$ cat src/rtl/cache_ctrl_wb_if.sv
// Bus bundle for cache_ctrl_wb: CPU request/response, cache array and backing RAM.
// The controller takes the slave modport; its surroundings (CPU, cache, RAM) take master.
interface cache_ctrl_wb_if #(
  parameter int ADDR_W = 32,
  parameter int DATA_W = 64
) ();
  logic              read_req;
  logic              write_req;
  logic [ADDR_W-1:0] cpu_address;
  logic [DATA_W-1:0] cpu_write_data;
  logic [DATA_W-1:0] cpu_read_data;
  logic              done;
  logic              error;
  logic              busy;

  logic              cache_hit;
  logic              cache_miss;
  logic              dirty_evicted;
  logic [ADDR_W-1:0] evicted_address;
  logic [DATA_W-1:0] cache_read_data;
  logic [ADDR_W-1:0] cache_address;
  logic [DATA_W-1:0] cache_write_data;
  logic              cache_read;
  logic              cache_write;
  logic              cache_fill;

  logic              ram_req;
  logic              ram_we;
  logic [ADDR_W-1:0] ram_address;
  logic [DATA_W-1:0] ram_write_data;
  logic [DATA_W-1:0] ram_read_data;
  logic              ram_ready;

  modport slave (
    input  read_req, write_req, cpu_address, cpu_write_data,
           cache_hit, cache_miss, dirty_evicted, evicted_address, cache_read_data,
           ram_read_data, ram_ready,
    output cpu_read_data, done, error, busy,
           cache_address, cache_write_data, cache_read, cache_write, cache_fill,
           ram_req, ram_we, ram_address, ram_write_data
  );

  modport master (
    output read_req, write_req, cpu_address, cpu_write_data,
           cache_hit, cache_miss, dirty_evicted, evicted_address, cache_read_data,
           ram_read_data, ram_ready,
    input  cpu_read_data, done, error, busy,
           cache_address, cache_write_data, cache_read, cache_write, cache_fill,
           ram_req, ram_we, ram_address, ram_write_data
  );
endinterface

$ cat src/rtl/cache_ctrl_wb.sv
// Single-word-line write-back cache controller: lookup, dirty write-back, refill with
// RAM timeout, cache update and a one-cycle done/error response. All outputs are registered state.
module cache_ctrl_wb #(
  parameter int ADDR_W      = 32,
  parameter int DATA_W      = 64,
  parameter int TIMEOUT_W   = 8,
  parameter int RAM_TIMEOUT = 200
) (
  input  logic           clk,
  input  logic           rst,
  cache_ctrl_wb_if.slave bus
);

  typedef enum logic [2:0] {
    S_IDLE,
    S_LOOKUP,
    S_WB,
    S_FILL,
    S_UPDATE,
    S_RESP
  } state_e;

  localparam logic [TIMEOUT_W-1:0] LAST_WAIT = TIMEOUT_W'(RAM_TIMEOUT - 1);

  state_e              state_q, state_d;
  logic [ADDR_W-1:0]   addr_q, addr_d;
  logic [ADDR_W-1:0]   victim_addr_q, victim_addr_d;
  logic [DATA_W-1:0]   wdata_q, wdata_d;
  logic [DATA_W-1:0]   victim_data_q, victim_data_d;
  logic [DATA_W-1:0]   fill_q, fill_d;
  logic [DATA_W-1:0]   rdata_q, rdata_d;
  logic                op_write_q, op_write_d;
  logic                error_q, error_d;
  logic                busy_q, busy_d;
  logic [TIMEOUT_W-1:0] cnt_q, cnt_d;

  // NOTE: every variable gets its hold value first so no path through the case infers a latch.
  always_comb begin
    state_d       = state_q;
    addr_d        = addr_q;
    victim_addr_d = victim_addr_q;
    wdata_d       = wdata_q;
    victim_data_d = victim_data_q;
    fill_d        = fill_q;
    rdata_d       = rdata_q;
    op_write_d    = op_write_q;
    error_d       = error_q;
    busy_d        = busy_q;
    cnt_d         = cnt_q;

    case (state_q)
      S_IDLE: begin
        if (bus.read_req && bus.write_req) begin
          error_d = 1'b1;
          state_d = S_RESP;
        end else if (bus.read_req || bus.write_req) begin
          addr_d     = bus.cpu_address;
          wdata_d    = bus.cpu_write_data;
          op_write_d = bus.write_req;
          error_d    = 1'b0;
          busy_d     = 1'b1;
          state_d    = S_LOOKUP;
        end
      end

      S_LOOKUP: begin
        // A simultaneous hit and miss is resolved as a hit.
        if (bus.cache_hit) begin
          if (op_write_q) begin
            state_d = S_UPDATE;
          end else begin
            rdata_d = bus.cache_read_data;
            state_d = S_RESP;
          end
        end else if (bus.cache_miss) begin
          if (bus.dirty_evicted) begin
            victim_addr_d = bus.evicted_address;
            victim_data_d = bus.cache_read_data;
            cnt_d         = '0;
            state_d       = S_WB;
          end else if (op_write_q) begin
            state_d = S_UPDATE;
          end else begin
            cnt_d   = '0;
            state_d = S_FILL;
          end
        end
      end

      S_WB: begin
        if (bus.ram_ready) begin
          cnt_d   = '0;
          state_d = op_write_q ? S_UPDATE : S_FILL;
        end else if (cnt_q == LAST_WAIT) begin
          error_d = 1'b1;
          state_d = S_RESP;
        end else begin
          cnt_d = cnt_q + TIMEOUT_W'(1);
        end
      end

      S_FILL: begin
        if (bus.ram_ready) begin
          rdata_d = bus.ram_read_data;
          fill_d  = bus.ram_read_data;
          state_d = S_UPDATE;
        end else if (cnt_q == LAST_WAIT) begin
          error_d = 1'b1;
          state_d = S_RESP;
        end else begin
          cnt_d = cnt_q + TIMEOUT_W'(1);
        end
      end

      S_UPDATE: state_d = S_RESP;

      S_RESP: begin
        busy_d  = 1'b0;
        error_d = 1'b0;
        state_d = S_IDLE;
      end

      default: state_d = S_IDLE;
    endcase
  end

  // NOTE: state registers use non-blocking assignments so all flops update together on the edge.
  always_ff @(posedge clk or negedge rst) begin
    if (!rst) begin
      state_q       <= S_IDLE;
      addr_q        <= '0;
      victim_addr_q <= '0;
      wdata_q       <= '0;
      victim_data_q <= '0;
      fill_q        <= '0;
      rdata_q       <= '0;
      op_write_q    <= 1'b0;
      error_q       <= 1'b0;
      busy_q        <= 1'b0;
      cnt_q         <= '0;
    end else begin
      state_q       <= state_d;
      addr_q        <= addr_d;
      victim_addr_q <= victim_addr_d;
      wdata_q       <= wdata_d;
      victim_data_q <= victim_data_d;
      fill_q        <= fill_d;
      rdata_q       <= rdata_d;
      op_write_q    <= op_write_d;
      error_q       <= error_d;
      busy_q        <= busy_d;
      cnt_q         <= cnt_d;
    end
  end

  // Outputs decode only registered state, so no input reaches an output combinationally.
  assign bus.cpu_read_data    = rdata_q;
  assign bus.done             = (state_q == S_RESP);
  assign bus.error            = (state_q == S_RESP) && error_q;
  assign bus.busy             = busy_q;
  assign bus.cache_address    = addr_q;
  assign bus.cache_read       = (state_q == S_LOOKUP);
  assign bus.cache_write      = (state_q == S_UPDATE);
  assign bus.cache_fill       = (state_q == S_UPDATE) && !op_write_q;
  assign bus.cache_write_data = (state_q != S_UPDATE) ? '0 : (op_write_q ? wdata_q : fill_q);
  assign bus.ram_req          = (state_q == S_WB) || (state_q == S_FILL);
  assign bus.ram_we           = (state_q == S_WB);
  assign bus.ram_address      = (state_q == S_WB)   ? victim_addr_q :
                                (state_q == S_FILL) ? addr_q : '0;
  assign bus.ram_write_data   = (state_q == S_WB) ? victim_data_q : '0;

endmodule

$ cat src/flat_wrapper.sv
// flat-port wrapper written by rule: the top's interface ports become plain ports
module cache_ctrl_wb_flat 
#(
  parameter int ADDR_W      = 32,
  parameter int DATA_W      = 64,
  parameter int TIMEOUT_W   = 8,
  parameter int RAM_TIMEOUT = 200
)
  (clk, rst, bus_read_req, bus_write_req, bus_cpu_address, bus_cpu_write_data, bus_cache_hit, bus_cache_miss, bus_dirty_evicted, bus_evicted_address, bus_cache_read_data, bus_ram_read_data, bus_ram_ready, bus_cpu_read_data, bus_done, bus_error, bus_busy, bus_cache_address, bus_cache_write_data, bus_cache_read, bus_cache_write, bus_cache_fill, bus_ram_req, bus_ram_we, bus_ram_address, bus_ram_write_data);
  cache_ctrl_wb_if #(.ADDR_W(ADDR_W), .DATA_W(DATA_W)) bus_i ();
  input  logic clk;
  input  logic rst;
  input wire logic [$bits(bus_i.read_req)-1:0] bus_read_req;
  input wire logic [$bits(bus_i.write_req)-1:0] bus_write_req;
  input wire logic [$bits(bus_i.cpu_address)-1:0] bus_cpu_address;
  input wire logic [$bits(bus_i.cpu_write_data)-1:0] bus_cpu_write_data;
  input wire logic [$bits(bus_i.cache_hit)-1:0] bus_cache_hit;
  input wire logic [$bits(bus_i.cache_miss)-1:0] bus_cache_miss;
  input wire logic [$bits(bus_i.dirty_evicted)-1:0] bus_dirty_evicted;
  input wire logic [$bits(bus_i.evicted_address)-1:0] bus_evicted_address;
  input wire logic [$bits(bus_i.cache_read_data)-1:0] bus_cache_read_data;
  input wire logic [$bits(bus_i.ram_read_data)-1:0] bus_ram_read_data;
  input wire logic [$bits(bus_i.ram_ready)-1:0] bus_ram_ready;
  output wire logic [$bits(bus_i.cpu_read_data)-1:0] bus_cpu_read_data;
  output wire logic [$bits(bus_i.done)-1:0] bus_done;
  output wire logic [$bits(bus_i.error)-1:0] bus_error;
  output wire logic [$bits(bus_i.busy)-1:0] bus_busy;
  output wire logic [$bits(bus_i.cache_address)-1:0] bus_cache_address;
  output wire logic [$bits(bus_i.cache_write_data)-1:0] bus_cache_write_data;
  output wire logic [$bits(bus_i.cache_read)-1:0] bus_cache_read;
  output wire logic [$bits(bus_i.cache_write)-1:0] bus_cache_write;
  output wire logic [$bits(bus_i.cache_fill)-1:0] bus_cache_fill;
  output wire logic [$bits(bus_i.ram_req)-1:0] bus_ram_req;
  output wire logic [$bits(bus_i.ram_we)-1:0] bus_ram_we;
  output wire logic [$bits(bus_i.ram_address)-1:0] bus_ram_address;
  output wire logic [$bits(bus_i.ram_write_data)-1:0] bus_ram_write_data;
  assign bus_i.read_req = bus_read_req;
  assign bus_i.write_req = bus_write_req;
  assign bus_i.cpu_address = bus_cpu_address;
  assign bus_i.cpu_write_data = bus_cpu_write_data;
  assign bus_i.cache_hit = bus_cache_hit;
  assign bus_i.cache_miss = bus_cache_miss;
  assign bus_i.dirty_evicted = bus_dirty_evicted;
  assign bus_i.evicted_address = bus_evicted_address;
  assign bus_i.cache_read_data = bus_cache_read_data;
  assign bus_i.ram_read_data = bus_ram_read_data;
  assign bus_i.ram_ready = bus_ram_ready;
  assign bus_cpu_read_data = bus_i.cpu_read_data;
  assign bus_done = bus_i.done;
  assign bus_error = bus_i.error;
  assign bus_busy = bus_i.busy;
  assign bus_cache_address = bus_i.cache_address;
  assign bus_cache_write_data = bus_i.cache_write_data;
  assign bus_cache_read = bus_i.cache_read;
  assign bus_cache_write = bus_i.cache_write;
  assign bus_cache_fill = bus_i.cache_fill;
  assign bus_ram_req = bus_i.ram_req;
  assign bus_ram_we = bus_i.ram_we;
  assign bus_ram_address = bus_i.ram_address;
  assign bus_ram_write_data = bus_i.ram_write_data;
  cache_ctrl_wb #(.ADDR_W(ADDR_W), .DATA_W(DATA_W), .TIMEOUT_W(TIMEOUT_W), .RAM_TIMEOUT(RAM_TIMEOUT)) u_core (.clk(clk), .rst(rst), .bus(bus_i));
endmodule
$ cat config.mk
export PLATFORM = sky130hd
export DESIGN_NAME = cache_ctrl_wb_flat
export DESIGN_NICKNAME = d
export VERILOG_FILES = /design/src/rtl/cache_ctrl_wb_if.sv /design/src/rtl/cache_ctrl_wb.sv /design/src/flat_wrapper.sv
export SDC_FILE = /design/constraint.sdc
export NUM_CORES = 1
export LEC_CHECK = 0
export CAP_MARGIN = 0
export CORE_AREA = 2 2 208 210
export DETAILED_ROUTE_END_ITERATION = 6
export DIE_AREA = 0 0 210 212
export GPL_ROUTABILITY_DRIVEN = 1
export HOLD_SLACK_MARGIN = 0.08
export PLACE_DENSITY = 0.66
export SYNTH_ARGS = -nofsm -noshare
export SYNTH_HDL_FRONTEND = slang
export SYNTH_SLANG_ARGS = --single-unit
$ cat constraint.sdc
create_clock -name clk -period 2.6 [get_ports clk]
set_input_delay 0.52 -clock clk [delete_from_list [all_inputs] [get_ports clk]]
set_output_delay 0.52 -clock clk [all_outputs]
set_load 0.01 [all_outputs]
==> impl_metrics.csv, run 1 <==
group,metric,value,unit
hold_path,hold_class,"register to register",
yosys,synth-main-ff-cell,"dfrtp_1",
yosys,synth_warnings,0,
setup_path,critPathMaxStageDelay,460,ps
sta,hold_viol,0,
layout,drive_above_1_share,24.86,%
sta,fin_ws,57.43,ps
global_routing,antenna_found_initial,5,
yosys,synth_nets,1492,
placed_design,routabilityCongestion,0.8352,
sta,slew_headroom,52.81,%
yosys,syn_area,0.01522,mm2
die,ios,528,
pwr,pwr-share-comb,40.2,%
sta,setup-violations-final,0,
pwr,p_leak,10.61,nW
sta,max_freq,0.3933,GHz
yosys,ys_types,49,
layout,layout_commonest_cell,"clkdlybuf4s50_1",
route,ant_nets,0,
route,num_vias,11610,
die,dieArea,0.04452,mm2
die,start_util,35.80,%
global_routing,grt_use_total,23.10,%
run,drv_cap,0,
yosys,yosys_register_bits,334,
sta,fin_crit_sh,97.79,%
pwr,clkPwrFrac,22.6,%
clock_network,clkTransAtPathRegs,60,ps
die,die_y,212,um
die,core_area,0.04251,mm2
placed_design,dp_cells,2253,
clock_network,clock_latency,550,ps
setup_path,path_class,"register to output pin",
pwr,sequentialPowerShare,37.1,%
setup_path,crit_top_cell,"buf_12",
setup_path,cp-start-kind,"register",
sta,tightest_slew,701.4,ps
placed_design,pre_cts_ws,175.4,ps
route,drc,0,
yosys,synth.avg_cell_area,12.40,um2
layout,seq_area,0.008364,mm2
placed_design,hpwl,35230,um
sta,rsz0062_at_grt,"yes",
setup_path,critPathMaxFanout,7,
placed_design,placement.io_buffers,527,
layout,multiInputGateArea,0.006509,mm2
route,drtPass1Iterations,4,
clock_network,cts_tree,"built",
clock_network,cts_max_level,2,
layout,fillers,3742,
clock_network,cts_root_buffer,"clkbuf_16",
setup_path,endpoint_kind,"output pin",
route,wl_per_cell,22.18,um
pwr,p_sw_share,32.96,%
pwr,powerDensity,1100,mW/mm2
setup_path,path_delay_family,"buffers and inverters",
pwr,p_int,16.80,mW
yosys,synthArstFlopShare,100.0,%
pwr,p_sw,8.258,mW
clock_network,cts_buffers,39,
route,drtIter0Drc,482,
global_routing,grt_max_degree,87,
setup_path,path_buf_inv,6,
global_routing,grt_pass1_wl,77070,um
clock_network,clockBufferDepth,3,
layout,stdcell_count,2345,
yosys,yosysSeqAreaShare,54.93,%
sta,clock_skew,16.96,ps
layout,final_cell_mix,"359 x clkdlybuf4s50_1, 331 x dfrtp_1, 257 x mux2_2",
pwr,design_power_total,25.06,mW
sta,setup-tns-final,0,ps
die,die_x,210,um
global_routing,grt_pass1_vias,12300,
run_status,status,"completed",
yosys,synth_edf_count,0,
yosys,syn_inst,1227,
sta,timing.hold.ws,473.8,ps
pwr,ir_drop,0.0006419,V
layout,syn2layout_area_growth,49.68,%
setup_path,cp_cell_sequence,"buf_6 -> nor2_4 -> buf_12 -> buf_12 -> buf_12 -> buf_12 -> and2_1 -> buf_2",
layout,layout.nets,2030,
global_routing,overflow,0,
route,routed_via_density,4.951,
clock_network,numClockSinks,334,
sta,min_period,2543,ps
die,rows,76,
route,routed_wl,52010,um
setup_path,crit_required,2080,ps
sta,slew_viol_final,0,
setup_path,critPathArrivalTime,2020,ps
setup_path,crit_slowest_cell,"dfrtp_2",
==> synth_stat cells, drive strengths merged, types with 2 or more instances <==
cell,number,share of area (%)
nor4,2,0.18
mux2,257,19
o21ai,77,2.5
mux2i,160,11
clkbuf,28,0.75
and2,66,2.7
or4,4,0.20
inv,7,0.17
nor2,105,2.6
nor2b,2,0.082
a31oi,2,0.082
nand3,4,0.13
dfrtp,334,55
a21oi,10,0.33
nand2b,4,0.16
and3,2,0.082
nand2,79,1.9
nand3b,2,0.099
buf,57,2.0
nand4,2,0.082
==> sequential cells by signal, indices dropped and copies added, names as in the netlist <==
signal	count
u_core.victim_addr_q	32
u_core.victim_data_q	64
u_core.error_q	1
u_core.bus.cache_address	32
u_core.fill_q	64
u_core.wdata_q	64
u_core.bus.busy	1
u_core.op_write_q	1
u_core.cnt_q	8
u_core.bus.cpu_read_data	64
u_core.state_q	3
==> per-layer routing <==
layer	routed length (um)	share of wire [%]	vias to the layer above	track usage (%)
li1	-	-	5344	-
met1	20900	40	5776	27.58
met2	25650	49	413	39.31
met3	4022	7.7	74	7.149
met4	1418	2.7	4	8.560
met5	20	0.038	-	0
==> metrics by stage <==
stage | cell area, um2 | util, %
floorplan | 15220 | -
global placement | 21320 | 50.15
detailed placement | 21320 | 50.15
CTS | 22860 | 53.79
global route | 22770 | 53.57
finish | 22780 | 53.58
==> cell families (layout without fill, tap and decap cells) <==
kind of cell	count (synthesis)	after routing	synth area share [%]
multiplexers	417	417	29.55
flip-flops	334	334	54.93
AND/OR/NAND/NOR	279	279	8.692
AO/OA/AOI/OAI	103	103	3.750
buffers and inverters	92	659	2.944
adder cells (fa/ha/maj)	1	1	0.08222
XOR/XNOR	1	1	0.05757
other	0	5	0
==> worst reg2reg max path: stages (launching register included) <==
cell,delay (ps)
dfrtp_2,440
buf_4,180
nand2b_1,160
buf_4,170
nor4_4,350
buf_12,380
mux2_2,470
==> power groups by stage <==
stage	Clock, mW	Combinational (mW)	Sequential [mW]
final	5.67	10.1	9.31
after global routing	6.01	10.9	9.62
after CTS	5.83	10.3	9.30
after detailed placement	0	9.94	9.37
after global placement	0	9.75	9.31
after floorplan	0	5.39	9.16
==> layout make-up <==
cell class / count / area share, %
sequential: 334 / 36.72
multi-input combinational: 801 / 28.58
timing repair buffer: 582 / 25.68
clock buffer: 57 / 5.208
tap: 546 / 3.000
clock inverter: 13 / 0.6427
inverter: 7 / 0.1154
antenna: 5 / 0.05494
==> path summary, 6_finish.rpt <==
check / depth (start not counted) / slack [ps] / to / start
max: 8 / 60 / bus_ram_write_data[53] / u_core.state_q[0]
min: 2 / 470 / u_core.bus.cpu_read_data[1] / u_core.bus.cpu_read_data[1]
max in group asynchronous: 3 / 1270 / u_core.victim_addr_q[27] / rst
max reg2reg: 6 / 340 / u_core.victim_addr_q[3] / u_core.state_q[1]
min in group asynchronous: 2 / 530 / u_core.bus.cpu_read_data[9] / rst
min reg2reg: 2 / 470 / u_core.bus.cpu_read_data[1] / u_core.bus.cpu_read_data[1]
==> what timing repair did <==
action                     4_1_cts  5_1_grt
setup buffers                   12        1
cloned                           6        1
hold endpoints to repair        50        0
pin swaps                        4        1
resized for setup              289       33
setup endpoints to repair      167       59
hold buffers                     1        0
Power figures use the tool's default switching activity.
==> run 2: changes to the inputs <==
GPL_TIMING_DRIVEN = 0   (was unset)
==> impl_metrics.csv, run 2 (synthesis results as in run 1) <==
group,metric,value,unit
route,drtPass1Iterations,5,
route,routed_wl,54250,um
route,drc,0,
setup_path,path_class,"register to output pin",
layout,final_cell_mix,"359 x clkdlybuf4s50_1, 334 x dfrtp_1, 257 x mux2_2",
global_routing,grt_pass1_vias,12880,
die,core_area,0.04251,mm2
setup_path,crit_required,2080,ps
placed_design,hpwl,39110,um
layout,multiInputGateArea,0.006699,mm2
layout,layout.nets,2107,
sta,min_period,2579,ps
sta,clock_skew,9.580,ps
setup_path,endpoint_kind,"output pin",
layout,stdcell_count,2418,
die,rows,76,
clock_network,cts_max_level,2,
sta,hold_viol,0,
layout,layout_commonest_cell,"clkdlybuf4s50_1",
pwr,powerDensity,1098,mW/mm2
setup_path,critPathMaxFanout,7,
layout,seq_area,0.008358,mm2
global_routing,grt_pass1_wl,80100,um
layout,fin_area,0.02334,mm2
placed_design,dp_cells,2302,
sta,setup-tns-final,0,ps
die,ios,528,
sta,fin_ws,21.02,ps
die,dieArea,0.04452,mm2
route,num_vias,12090,
clock_network,numClockSinks,334,
route,routed_via_density,4.998,
route,wl_per_cell,22.44,um
placed_design,placement.io_buffers,526,
clock_network,cts_buffers,39,
clock_network,clockBufferDepth,3,
sta,fin_crit_sh,99.19,%
global_routing,antenna_found_initial,6,
layout,syn2layout_area_growth,53.39,%
run_status,status,"completed",
placed_design,routabilityCongestion,0.8659,
setup_path,critPathArrivalTime,2060,ps
clock_network,clock_latency,550,ps
placed_design,dpl_cell_area,0.02125,mm2
layout,drive_above_1_share,34.10,%
run,drv_cap,0,
route,ant_nets,0,
global_routing,grt_max_degree,112,
clock_network,clkTransAtPathRegs,60,ps
sta,slew_headroom,37.72,%
layout,fillers,3649,
pwr,p_leak,10.88,nW
global_routing,overflow,0,
clock_network,cts_root_buffer,"clkbuf_16",
die,die_x,210,um
route,drtIter0Drc,711,
pwr,ir_drop,0.0007679,V
sta,slew_viol_final,0,
die,start_util,35.80,%
sta,max_freq,0.3878,GHz
sta,setup-violations-final,0,
clock_network,cts_tree,"built",
setup_path,cp-start-kind,"register",
die,die_y,212,um
placed_design,pre_cts_ws,-760.1,ps
sta,tightest_slew,925.7,ps
sta,rsz0062_at_grt,"yes",
hold_path,hold_class,"register to register",
pwr,design_power_total,25.62,mW
global_routing,grt_use_total,23.95,%
==> run 2: layer usage <==
| layer | vias up | GRT usage [%] | wire length (um) |
|---|---|---|---|
| met1 | 6059 | 28.27 | 21390 |
| met2 | 453 | 41.63 | 27120 |
| li1 | 5488 | - | - |
| met5 | - | 0 | 27 |
| met3 | 82 | 8.021 | 4416 |
| met4 | 4 | 6.823 | 1304 |
==> run 2: repair_timing <==
action,CTS,global route
setup buffers,29,17
resized for setup,647,150
pin swaps,44,5
hold buffers,1,0
gates cloned,5,2
endpoints found under the hold margin,58,0
endpoints found under the setup margin,167,125
==> run 2: cell type report <==
| cell class | count | area share [%] |
|---|---|---|
| well taps | 546 | 2.927 |
| clock buffers | 57 | 4.996 |
| diodes | 4 | 0.04289 |
| flip-flops and latches | 334 | 35.81 |
| clock inverters | 10 | 0.3324 |
| multi-input cells | 801 | 28.70 |
| plain buffers | 80 | 2.927 |
| inverters | 7 | 0.1126 |
| repair buffers | 579 | 24.15 |
==> run 2: report_power, final <==
group / switching, mW / internal, mW
clock network: 2.23 / 3.20
registers: 1.49 / 7.77
logic: 4.94 / 5.99
total: 8.67 / 17.0
==> run 2: worst max-delay path: stages, from the launching register on <==
cell and delay (ps):
dfrtp_1 390, buf_6 140, buf_6 120, nor2_4 170, buf_12 170, buf_8 140
clkbuf_16 140, and2_4 140, buf_6 90
==> run 2: through the flow <==
stage          hold slack [ps]  util (%)
2_1_floorplan            224.4         -
3_3_place_gp             461.0     49.79
3_5_place_dp             469.2     50.00
4_1_cts                  482.3     54.64
5_1_grt                  505.2     54.90
6_report                 480.1     54.91
==> run 2: worst paths after layout <==
| path | start | endpoint | slack [ps] | cells past startpoint |
|---|---|---|---|---|
| hold reg to reg | u_core.bus.cpu_read_data[8] | u_core.bus.cpu_read_data[8] | 480 | 2 |
| min in group asynchronous | rst | u_core.victim_data_q[8] | 500 | 2 |
| max in group asynchronous | rst | u_core.fill_q[38] | 750 | 4 |
| hold / removal | u_core.bus.cpu_read_data[8] | u_core.bus.cpu_read_data[8] | 480 | 2 |
| setup reg to reg | u_core.state_q[2] | u_core.victim_data_q[53] | 190 | 6 |
| setup / recovery | u_core.state_q[0] | bus_ram_write_data[26] | 20 | 8 |
